File: src/rtl/lsu_pkg.sv
// lsu_pkg: shared definitions for the load/store memory-access controller.
//   - RISC-V memory opcodes (load / store)
//   - func3 access-size encodings
//   - controller state enum
//   - decode helpers for func3 legality and address alignment
package lsu_pkg;

   localparam logic [6:0] OP_LOAD  = 7'b0000011;
   localparam logic [6:0] OP_STORE = 7'b0100011;

   localparam logic [2:0] F3_B  = 3'b000;
   localparam logic [2:0] F3_H  = 3'b001;
   localparam logic [2:0] F3_W  = 3'b010;
   localparam logic [2:0] F3_BU = 3'b100;
   localparam logic [2:0] F3_HU = 3'b101;

   typedef enum logic [1:0] {
      ST_IDLE,
      ST_REQ,
      ST_WAIT,
      ST_DONE
   } lsu_state_t;

   // Stores have no unsigned variants, so only B/H/W are legal for them.
   function automatic logic f3_legal(input logic is_store, input logic [2:0] f3);
      logic ok;
      ok = 1'b0;
      case (f3)
         F3_B, F3_H, F3_W: ok = 1'b1;
         F3_BU, F3_HU:     ok = !is_store;
         default:          ok = 1'b0;
      endcase
      return ok;
   endfunction

   // func3[1:0] carries the access size for every legal encoding.
   function automatic logic addr_aligned(input logic [2:0] f3, input logic [1:0] a);
      logic ok;
      case (f3[1:0])
         2'b00:   ok = 1'b1;
         2'b01:   ok = (a[0] == 1'b0);
         default: ok = (a == 2'b00);
      endcase
      return ok;
   endfunction

endpackage

File: src/rtl/lsu_lane_align.sv
// lsu_lane_align: combinational byte-lane steering for the LSU.
//   func3_i   access size/sign
//   addr_lo_i byte offset within the word
//   wdata_i   unshifted store data (rs2)
//   rdata_i   word returned by memory
//   be_o      byte enables for the access
//   wdata_o   store data replicated across all lanes
//   rdata_o   selected lane, sign- or zero-extended to 32 bits
module lsu_lane_align
   import lsu_pkg::*;
(
   input  logic [2:0]  func3_i,
   input  logic [1:0]  addr_lo_i,
   input  logic [31:0] wdata_i,
   input  logic [31:0] rdata_i,
   output logic [3:0]  be_o,
   output logic [31:0] wdata_o,
   output logic [31:0] rdata_o
);

   logic [31:0] lane;

   always_comb begin
      be_o    = 4'b1111;
      wdata_o = wdata_i;
      case (func3_i[1:0])
         2'b00: begin
            be_o    = 4'b0001 << addr_lo_i;
            wdata_o = {4{wdata_i[7:0]}};
         end
         2'b01: begin
            be_o    = addr_lo_i[1] ? 4'b1100 : 4'b0011;
            wdata_o = {2{wdata_i[15:0]}};
         end
         default: begin
            be_o    = 4'b1111;
            wdata_o = wdata_i;
         end
      endcase
   end

   // Shift the addressed byte/halfword down to bit 0 before extending.
   always_comb begin
      lane    = rdata_i >> {addr_lo_i, 3'b000};
      rdata_o = lane;
      case (func3_i)
         F3_B:    rdata_o = {{24{lane[7]}}, lane[7:0]};
         F3_BU:   rdata_o = {24'h0, lane[7:0]};
         F3_H:    rdata_o = {{16{lane[15]}}, lane[15:0]};
         F3_HU:   rdata_o = {16'h0, lane[15:0]};
         default: rdata_o = lane;
      endcase
   end

endmodule

File: src/rtl/lsu_mem_ctrl.sv
// lsu_mem_ctrl: load/store controller between execute and single-port data memory.
//   TIMEOUT              max cycles in REQ+WAIT before aborting with an error
//   clk, rst             clock, synchronous active-high reset
//   req_valid/op/func3/addr/wdata   request from execute
//   req_ready            controller idle and not in reset
//   stall                hold the pipeline while an access is pending
//   mem_req/we/addr/be/wdata        registered memory request (held until mem_gnt)
//   mem_gnt, mem_rvalid, mem_rdata  memory handshake and read return
//   resp_valid/rdata/err            one-cycle completion pulse with formatted load data
module lsu_mem_ctrl
   import lsu_pkg::*;
#(
   parameter int TIMEOUT = 255
) (
   input  logic        clk,
   input  logic        rst,
   input  logic        req_valid,
   input  logic [6:0]  req_op,
   input  logic [2:0]  req_func3,
   input  logic [31:0] req_addr,
   input  logic [31:0] req_wdata,
   output logic        req_ready,
   output logic        stall,
   output logic        mem_req,
   output logic        mem_we,
   output logic [31:0] mem_addr,
   output logic [3:0]  mem_be,
   output logic [31:0] mem_wdata,
   input  logic        mem_gnt,
   input  logic        mem_rvalid,
   input  logic [31:0] mem_rdata,
   output logic        resp_valid,
   output logic [31:0] resp_rdata,
   output logic        resp_err
);

   localparam logic [31:0] TO_LAST = 32'(TIMEOUT - 1);

   lsu_state_t  state_q, state_d;
   logic [31:0] cnt_q, cnt_d;
   logic [2:0]  func3_q, func3_d;
   logic [1:0]  addr_lo_q, addr_lo_d;

   logic        mem_req_q, mem_req_d;
   logic        mem_we_q, mem_we_d;
   logic [31:0] mem_addr_q, mem_addr_d;
   logic [3:0]  mem_be_q, mem_be_d;
   logic [31:0] mem_wdata_q, mem_wdata_d;
   logic        resp_valid_q, resp_valid_d;
   logic [31:0] resp_rdata_q, resp_rdata_d;
   logic        resp_err_q, resp_err_d;

   logic        is_mem_op, is_store, req_ok, timed_out;
   logic [2:0]  al_func3;
   logic [1:0]  al_addr_lo;
   logic [3:0]  al_be;
   logic [31:0] al_wdata, al_rdata;

   assign is_mem_op = (req_op == OP_LOAD) || (req_op == OP_STORE);
   assign is_store  = (req_op == OP_STORE);
   assign req_ok    = f3_legal(is_store, req_func3) && addr_aligned(req_func3, req_addr[1:0]);
   assign timed_out = (cnt_q >= TO_LAST);

   // In IDLE the aligner decodes the incoming request; afterwards it works on
   // the latched access so the load lane is picked from the original address.
   assign al_func3   = (state_q == ST_IDLE) ? req_func3     : func3_q;
   assign al_addr_lo = (state_q == ST_IDLE) ? req_addr[1:0] : addr_lo_q;

   lsu_lane_align u_align (
      .func3_i  (al_func3),
      .addr_lo_i(al_addr_lo),
      .wdata_i  (req_wdata),
      .rdata_i  (mem_rdata),
      .be_o     (al_be),
      .wdata_o  (al_wdata),
      .rdata_o  (al_rdata)
   );

   always_comb begin
      state_d     = state_q;
      cnt_d       = cnt_q;
      func3_d     = func3_q;
      addr_lo_d   = addr_lo_q;
      mem_we_d    = mem_we_q;
      mem_addr_d  = mem_addr_q;
      mem_be_d    = mem_be_q;
      mem_wdata_d = mem_wdata_q;
      resp_err_d  = 1'b0;

      case (state_q)
         ST_IDLE: begin
            cnt_d = 32'd0;
            if (req_valid && is_mem_op) begin
               func3_d   = req_func3;
               addr_lo_d = req_addr[1:0];
               if (req_ok) begin
                  state_d     = ST_REQ;
                  mem_we_d    = is_store;
                  mem_addr_d  = {req_addr[31:2], 2'b00};
                  mem_be_d    = al_be;
                  mem_wdata_d = al_wdata;
               end else begin
                  // Rejected at decode: the memory bus is never touched.
                  state_d    = ST_DONE;
                  resp_err_d = 1'b1;
               end
            end
         end
         ST_REQ: begin
            cnt_d = cnt_q + 32'd1;
            // A grant in the timeout cycle still completes the request.
            if (mem_gnt) begin
               state_d = mem_we_q ? ST_DONE : ST_WAIT;
            end else if (timed_out) begin
               state_d    = ST_DONE;
               resp_err_d = 1'b1;
            end
         end
         ST_WAIT: begin
            cnt_d = cnt_q + 32'd1;
            if (mem_rvalid) begin
               state_d = ST_DONE;
            end else if (timed_out) begin
               state_d    = ST_DONE;
               resp_err_d = 1'b1;
            end
         end
         default: begin
            state_d = ST_IDLE;
            cnt_d   = 32'd0;
         end
      endcase

      mem_req_d    = (state_d == ST_REQ);
      resp_valid_d = (state_d == ST_DONE);
      resp_rdata_d = resp_rdata_q;
      if (state_d == ST_DONE) begin
         resp_rdata_d = (state_q == ST_WAIT && mem_rvalid) ? al_rdata : 32'd0;
      end
   end

   always_ff @(posedge clk) begin
      if (rst) begin
         state_q      <= ST_IDLE;
         cnt_q        <= 32'd0;
         func3_q      <= 3'd0;
         addr_lo_q    <= 2'd0;
         mem_req_q    <= 1'b0;
         mem_we_q     <= 1'b0;
         mem_addr_q   <= 32'd0;
         mem_be_q     <= 4'd0;
         mem_wdata_q  <= 32'd0;
         resp_valid_q <= 1'b0;
         resp_rdata_q <= 32'd0;
         resp_err_q   <= 1'b0;
      end else begin
         state_q      <= state_d;
         cnt_q        <= cnt_d;
         func3_q      <= func3_d;
         addr_lo_q    <= addr_lo_d;
         mem_req_q    <= mem_req_d;
         mem_we_q     <= mem_we_d;
         mem_addr_q   <= mem_addr_d;
         mem_be_q     <= mem_be_d;
         mem_wdata_q  <= mem_wdata_d;
         resp_valid_q <= resp_valid_d;
         resp_rdata_q <= resp_rdata_d;
         resp_err_q   <= resp_err_d;
      end
   end

   assign req_ready  = (state_q == ST_IDLE) && !rst;
   // Low in DONE so the pipeline advances together with the result.
   assign stall      = (state_q == ST_REQ) || (state_q == ST_WAIT) ||
                       ((state_q == ST_IDLE) && req_valid && is_mem_op);
   assign mem_req    = mem_req_q;
   assign mem_we     = mem_we_q;
   assign mem_addr   = mem_addr_q;
   assign mem_be     = mem_be_q;
   assign mem_wdata  = mem_wdata_q;
   assign resp_valid = resp_valid_q;
   assign resp_rdata = resp_rdata_q;
   assign resp_err   = resp_err_q;

endmodule

File: config.mk
export PLATFORM = sky130hd
export DESIGN_NAME = lsu_mem_ctrl
export DESIGN_NICKNAME = d
export VERILOG_FILES = /design/src/rtl/lsu_pkg.sv /design/src/rtl/lsu_lane_align.sv /design/src/rtl/lsu_mem_ctrl.sv
export SDC_FILE = /design/constraint.sdc
export NUM_CORES = 1
export LEC_CHECK = 0
export ABC_AREA = 1
export CORE_AREA = 2 2 134 162
export DETAILED_ROUTE_END_ITERATION = 7
export DIE_AREA = 0 0 136 164
export MAX_ROUTING_LAYER = met4
export PLACE_DENSITY = 0.67
export SYNTH_ARGS = -nofsm -noshare
export SYNTH_HDL_FRONTEND = slang
export SYNTH_SLANG_ARGS = --single-unit
File: constraint.sdc
create_clock -name clk -period 6.3 [get_ports clk]
set_clock_uncertainty 0.05 [all_clocks]
set_input_delay 1.26 -clock clk [delete_from_list [all_inputs] [get_ports clk]]
set_output_delay 1.26 -clock clk [all_outputs]
set_load 0.01 [all_outputs]
==> flow_metrics.py, run 1 <==
metrics = {
    "finish": {
        "final_cell_mix": "236 x nand2_1, 214 x clkdlybuf4s50_1, 186 x nor2_1",
        "final_util_pct": 47.9,
        "antennaDiodeCount": 0,
        "layout-area-overhead-vs-synth_pct": 39.9,
        "drive_gt1_share_pct": 4.73,
        "final_common_cell": "nand2_1",
        "fin_nets": 1373,
        "final_cell_area_um2": 9940,
    },
    "flow_run": {
        "cap_violations": 0,
    },
    "critical_path": {
        "crit_arrival_ps": 3000,
        "worst_path_most_repeated_cell": "nand2_1",
        "criticalPathCategory": "primary input to output port",
        "critPathLaunchType": "primary input",
        "cp-end-kind": "output port",
        "r2r_slack_ps": 2870,
        "crit_required_ps": 4990,
        "critical_path.max_stage_delay_ps": 550,
        "crit_fanout": 5,
        "crit_chain": "clkdlybuf4s50_1 -> nand2_1 -> nor2_1 -> nand2_1 -> nor2_4 -> inv_1 -> nand2_1 -> clkdlybuf4s50_1",
        "crit_slowest_cell": "clkdlybuf4s50_1",
    },
    "floorplanning": {
        "fp.coreArea_um2": 20800,
        "start_util_pct": 34.2,
        "dieWidth_um": 136,
        "fp.dieH_um": 164,
        "rows": 58,
        "ios": 217,
        "die_area_um2": 22300,
    },
    "global_route": {
        "grt_pass1_wl_um": 35400,
        "grt_antenna_before_repair": 0,
        "first_global_vias": 7108,
        "grt_usage_pct": 20.6,
        "grt_overflow": 0,
        "grt_max_degree": 80,
    },
    "clock_tree": {
        "worstSkewPairLatency_ps": 430,
        "path_clk_slew_ps": 60,
        "cts.sinks": 141,
        "clock_path_buffers": 2,
        "numCtsBuffers": 17,
        "cts_max_level": 4,
        "cts_tree": "yes",
        "cts_resized": 0,
        "cts_hold_buf": 0,
        "cts_root_buffer": "clkbuf_16",
        "cts_setup_buffers": 0,
    },
    "synthesis": {
        "synth_ff_type": "dfxtp_1",
        "synth_top_cells_by_area": "dfxtp_1 40%, nand2_1 13%, nor2_1 9.8%",
        "synth_edf_count": 0,
        "synth_top_area_share_pct": 39.7,
        "post_synth.cell_area_avg_um2": 6.58,
        "syn_inst": 1080,
        "ys_seq_elements": 141,
        "yosysWarnings": 0,
        "async_flop_share_pct": 0,
        "ys_seq_area_share_pct": 39.7,
        "yosysUniqueCellTypes": 41,
        "synth_area_um2": 7110,
        "synth_largest_area_cell": "dfxtp_1",
    },
    "pwr": {
        "power.switching_w": 0.000954,
        "p_comb_share_pct": 30.3,
        "clkPwrFrac_pct": 36.2,
        "power_density_nw_per_um2": 280,
        "p_sw_share_pct": 34.3,
        "p_leak_nw": 3.71,
        "irDropWorstVdd_mv": 0.210,
        "internal-power_w": 0.00183,
        "seq_power_share_pct": 33.5,
    },
    "outcome": {
        "run_status": "finished, final reports clean",
    },
    "sta": {
        "fmax_mhz": 232,
        "maxSlewViolCount": 0,
        "rsz0062_at_grt": "no",
        "finalCriticalPeriod_ps": 4310,
        "fin_crit_sh_pct": 68.4,
        "fin_setup_tns_ps": 0,
        "hold_violations": 0,
        "slew_headroom_pct": 24.7,
        "worst_pin_slew_ps": 1130,
        "setup_violations": 0,
        "setup_ws_ps": 1990,
    },
    "drt": {
        "ant_nets": 0,
        "drt_iter0_drc": 485,
        "vias": 7529,
        "post-route-drc-count": 0,
        "wl_per_cell_um": 15.0,
        "wl_um": 23100,
        "avgViaCountPerCell": 4.89,
        "drtPass1Iterations": 7,
    },
    "hold_path": {
        "hp-class": "flop to flop",
    },
    "placement": {
        "post-place-ws_ps": 1850,
        "placed_area_um2": 9360,
        "dp_hpwl_um": 16400,
        "globalplace.congestion": 0.949,
        "io_buffer_count": 214,
    },
}
metrics by stage:
step	power, W	hold slack (ps)	instances
after floorplan	0.00155	384	1081
after global placement	0.00179	407	1507
after detailed placement	0.00179	406	1507
after CTS	0.00281	415	1539
after global routing	0.00294	445	1539
final	0.00278	415	1539
registers in the layout, indices dropped and copies added (netlist names):
register	flops
mem_we	1
mem_addr	30
mem_wdata	32
mem_req	1
cnt_q	32
state_q	2
resp_valid	1
resp_rdata	32
mem_be	4
resp_err	1
addr_lo_q	2
func3_q	3
cell type report:
class,count,area [um^2]
Clock inverter,10,140
Tap cell,270,338
Fill cell,2146,10800
Multi-Input combinational cell,791,3690
Inverter,86,324
Timing Repair Buffer,219,2180
Clock buffer,22,444
Sequential cell,141,2820
kinds of logic after synthesis:
logic type      after synthesis  share of synthesized area (%)
compound gates              285                           21.4
buf+inv                     149                           8.54
flops                       141                           39.7
fa+ha+maj                     6                           1.06
other cells                   1                         0.0528
xor+xnor                      6                          0.739
simple gates                492                           28.5
worst paths after layout:
| path | from | to | cells after the start |
|---|---|---|---|
| min reg2reg | resp_rdata[21]$_SDFFE_PP0N_ | resp_rdata[21]$_SDFFE_PP0N_ | 2 |
| max | req_op[1] | stall | 8 |
| min | resp_rdata[21]$_SDFFE_PP0N_ | resp_rdata[21]$_SDFFE_PP0N_ | 2 |
| max reg2reg | state_q[0]$_SDFF_PP0_ | resp_rdata[9]$_SDFFE_PP0N_ | 14 |
worst max-delay path, delay by kind of cell:
kind	cells	cell delay [ps]
buffers and inverters	3	1110
and+or+nand+nor	5	620
routing by layer:
layer,part of all wire (%),up-vias,global-route usage (%)
li1,-,3855,-
met4,3.1,0,9.00
met5,0,-,-
met3,6.3,41,4.51
met2,49,235,34.9
met1,42,3398,23.3
synthesized netlist by cell type, types with 3 or more instances:
| library cell | n |
|---|---|
| o21ai_0 | 120 |
| buf_1 | 3 |
| o21ai_1 | 10 |
| xor2_1 | 4 |
| nand2_1 | 238 |
| nor2_2 | 3 |
| o211ai_1 | 8 |
| buf_4 | 4 |
| nand4_1 | 8 |
| o21a_1 | 3 |
| or2_2 | 5 |
| dfxtp_1 | 141 |
| nor2_1 | 186 |
| nand3_1 | 25 |
| clkbuf_1 | 46 |
| o31ai_1 | 8 |
| nor3_1 | 14 |
| buf_2 | 7 |
| buf_6 | 3 |
| ha_1 | 6 |
| a21oi_1 | 119 |
| a211oi_1 | 10 |
| inv_2 | 3 |
| inv_1 | 81 |
power by group through the flow:
stage / combinational (W) / sequential, W / clock (W)
final: 0.000844 / 0.000932 / 0.00101
after global routing: 0.000943 / 0.000936 / 0.00106
after CTS: 0.000844 / 0.000932 / 0.00103
after detailed placement: 0.000838 / 0.000951 / 0
after global placement: 0.000837 / 0.000952 / 0
after floorplan: 0.000590 / 0.000956 / 0
(Power assumes the default switching activity.)
==> inputs of run 2 (changes only) <==
- clock period: 6.3 -> 4.25 ns (I/O delays scaled with it)
==> run 2 against run 1 <==
Via count grew 0.92%. Total power grew 45%. Combinational power grew 49%. Worst hold slack gained 4.1 ps.
==> flow_metrics.py, run 2 (same netlist as run 1, synthesis figures left out) <==
metrics = {
    "sta": {
        "setup_violations": 0,
        "worst_pin_slew_ps": 939,
        "rsz0062_at_grt": "no",
        "fin_setup_tns_ps": 0,
        "setup_ws_ps": 727,
        "fmax_mhz": 284,
        "hold_violations": 0,
        "fin_crit_sh_pct": 82.9,
        "maxSlewViolCount": 0,
        "slew_headroom_pct": 37.4,
        "finalCriticalPeriod_ps": 3520,
    },
    "pwr": {
        "p_leak_nw": 3.73,
        "power.switching_w": 0.00144,
        "seq_power_share_pct": 34.1,
        "irDropWorstVdd_mv": 0.279,
        "clkPwrFrac_pct": 34.6,
        "p_sw_share_pct": 35.5,
        "internal-power_w": 0.00261,
        "p_comb_share_pct": 31.2,
        "power_density_nw_per_um2": 405,
    },
    "clock_tree": {
        "cts_tree": "yes",
        "cts_setup_buffers": 0,
        "cts_max_level": 4,
        "numCtsBuffers": 17,
        "clock_path_buffers": 2,
        "path_clk_slew_ps": 60,
        "cts_hold_buf": 0,
        "worstSkewPairLatency_ps": 420,
        "cts_root_buffer": "clkbuf_16",
        "cts_resized": 0,
        "cts.sinks": 141,
    },
    "finish": {
        "fin_nets": 1382,
        "final_cell_mix": "236 x nand2_1, 214 x clkdlybuf4s50_1, 186 x nor2_1",
        "antennaDiodeCount": 0,
        "drive_gt1_share_pct": 5.63,
        "final_common_cell": "nand2_1",
        "nFillCells": 2157,
        "final_util_pct": 48.1,
        "layout-area-overhead-vs-synth_pct": 40.3,
    },
    "critical_path": {
        "critPathLaunchType": "primary input",
        "crit_chain": "clkdlybuf4s50_1 -> nand2_1 -> nor2_1 -> nand2_1 -> nor2_4 -> inv_1 -> nand2_1 -> clkdlybuf4s50_1",
        "worst_path_most_repeated_cell": "nand2_1",
        "critical_path.max_stage_delay_ps": 550,
        "cp_top_family": "buffers and inverters",
        "path_buf_inv": 3,
        "crit_arrival_ps": 2620,
        "cp-end-kind": "output port",
        "criticalPathCategory": "primary input to output port",
        "critPathLaunch": "req_op[0]",
        "r2r_start": "state_q[1]$_SDFF_PP0_",
        "crit_slowest_cell": "clkdlybuf4s50_1",
        "crit_required_ps": 3350,
        "crit_fanout": 5,
    },
    "drt": {
        "avgViaCountPerCell": 4.91,
        "wl_per_cell_um": 14.9,
        "ant_nets": 0,
        "drt_iter0_drc": 463,
        "vias": 7598,
        "drtPass1Iterations": 5,
        "wl_um": 23100,
        "post-route-drc-count": 0,
    },
    "hold_path": {
        "hp-class": "flop to flop",
        "hp-start": "func3_q[2]$_SDFFE_PP0P_",
    },
    "global_route": {
        "grt_pass1_wl_um": 36000,
        "first_global_vias": 7120,
        "grt_max_degree": 74,
        "grt_overflow": 0,
        "grt_antenna_before_repair": 0,
        "grt_usage_pct": 21.1,
    },
    "floorplanning": {
        "rows": 58,
        "dieWidth_um": 136,
        "fp.dieH_um": 164,
        "ios": 217,
        "fp.coreArea_um2": 20800,
        "die_area_um2": 22300,
        "start_util_pct": 34.2,
    },
    "placement": {
        "io_buffer_count": 214,
        "post-place-ws_ps": 724,
        "globalplace.congestion": 0.923,
        "dp_hpwl_um": 16900,
    },
    "flow_run": {
        "cap_violations": 0,
    },
    "outcome": {
        "run_status": "finished, final reports clean",
    },
}
run 2: cell types whose count changed in the layout (fill, tap and decap cells not counted):
cell,delta
clkinvlp_4,+2
bufinv_16,-2
inv_6,+1
buf_4,+9
clkinv_2,+1
clkbuf_1,-3
clkinv_4,+1
run 2: power by group through the flow:
| stage | logic (W) | registers (W) | clock network [W] |
|---|---|---|---|
| floorplan | 0.000875 | 0.00142 | 0 |
| global placement | 0.00125 | 0.00141 | 0 |
| detailed placement | 0.00125 | 0.00141 | 0 |
| CTS | 0.00126 | 0.00138 | 0.00145 |
| global route | 0.00141 | 0.00139 | 0.00150 |
| finish | 0.00126 | 0.00138 | 0.00140 |
run 2: path summary, 6_finish.rpt:
check | cells past startpoint | slack (ps) | end
setup / recovery | 8 | 730 | stall
hold / removal | 2 | 420 | func3_q[2]$_SDFFE_PP0P_
setup reg to reg | 11 | 1080 | resp_rdata[28]$_SDFFE_PP0N_
hold reg to reg | 2 | 420 | func3_q[2]$_SDFFE_PP0P_
run 2: layout make-up:
cell class	instances	area [um^2]	area share, %
Multi-Input combinational cell	791	3690	37.0
Clock inverter	13	118	1.18
Inverter	86	324	3.25
Sequential cell	141	2820	28.3
Clock buffer	19	433	4.34
Timing Repair Buffer	228	2250	22.5
Tap cell	270	338	3.39
run 2: stage by stage:
step	total power, W	hold WS [ps]	instances	cell area, um^2
2_1_floorplan	0.00229	384	1081	7110
3_3_place_gp	0.00266	404	1516	9420
3_5_place_dp	0.00266	404	1516	9420
4_1_cts	0.00409	417	1548	9970
5_1_grt	0.00430	441	1548	9970
6_report	0.00404	419	1548	9970
run 2: per-layer routing:
metal	global-route usage, %	share of wire, %	vias up
li1	-	-	3882
met1	23.9	41	3445
met2	36.5	50	235
met3	3.92	5.8	36
met4	8.43	2.6	0
met5	-	0	-
run 2: worst min-delay path, cell delays in order (launching register included):
cell	delay, ps
dfxtp_1	300
inv_1	60
a211oi_1	60
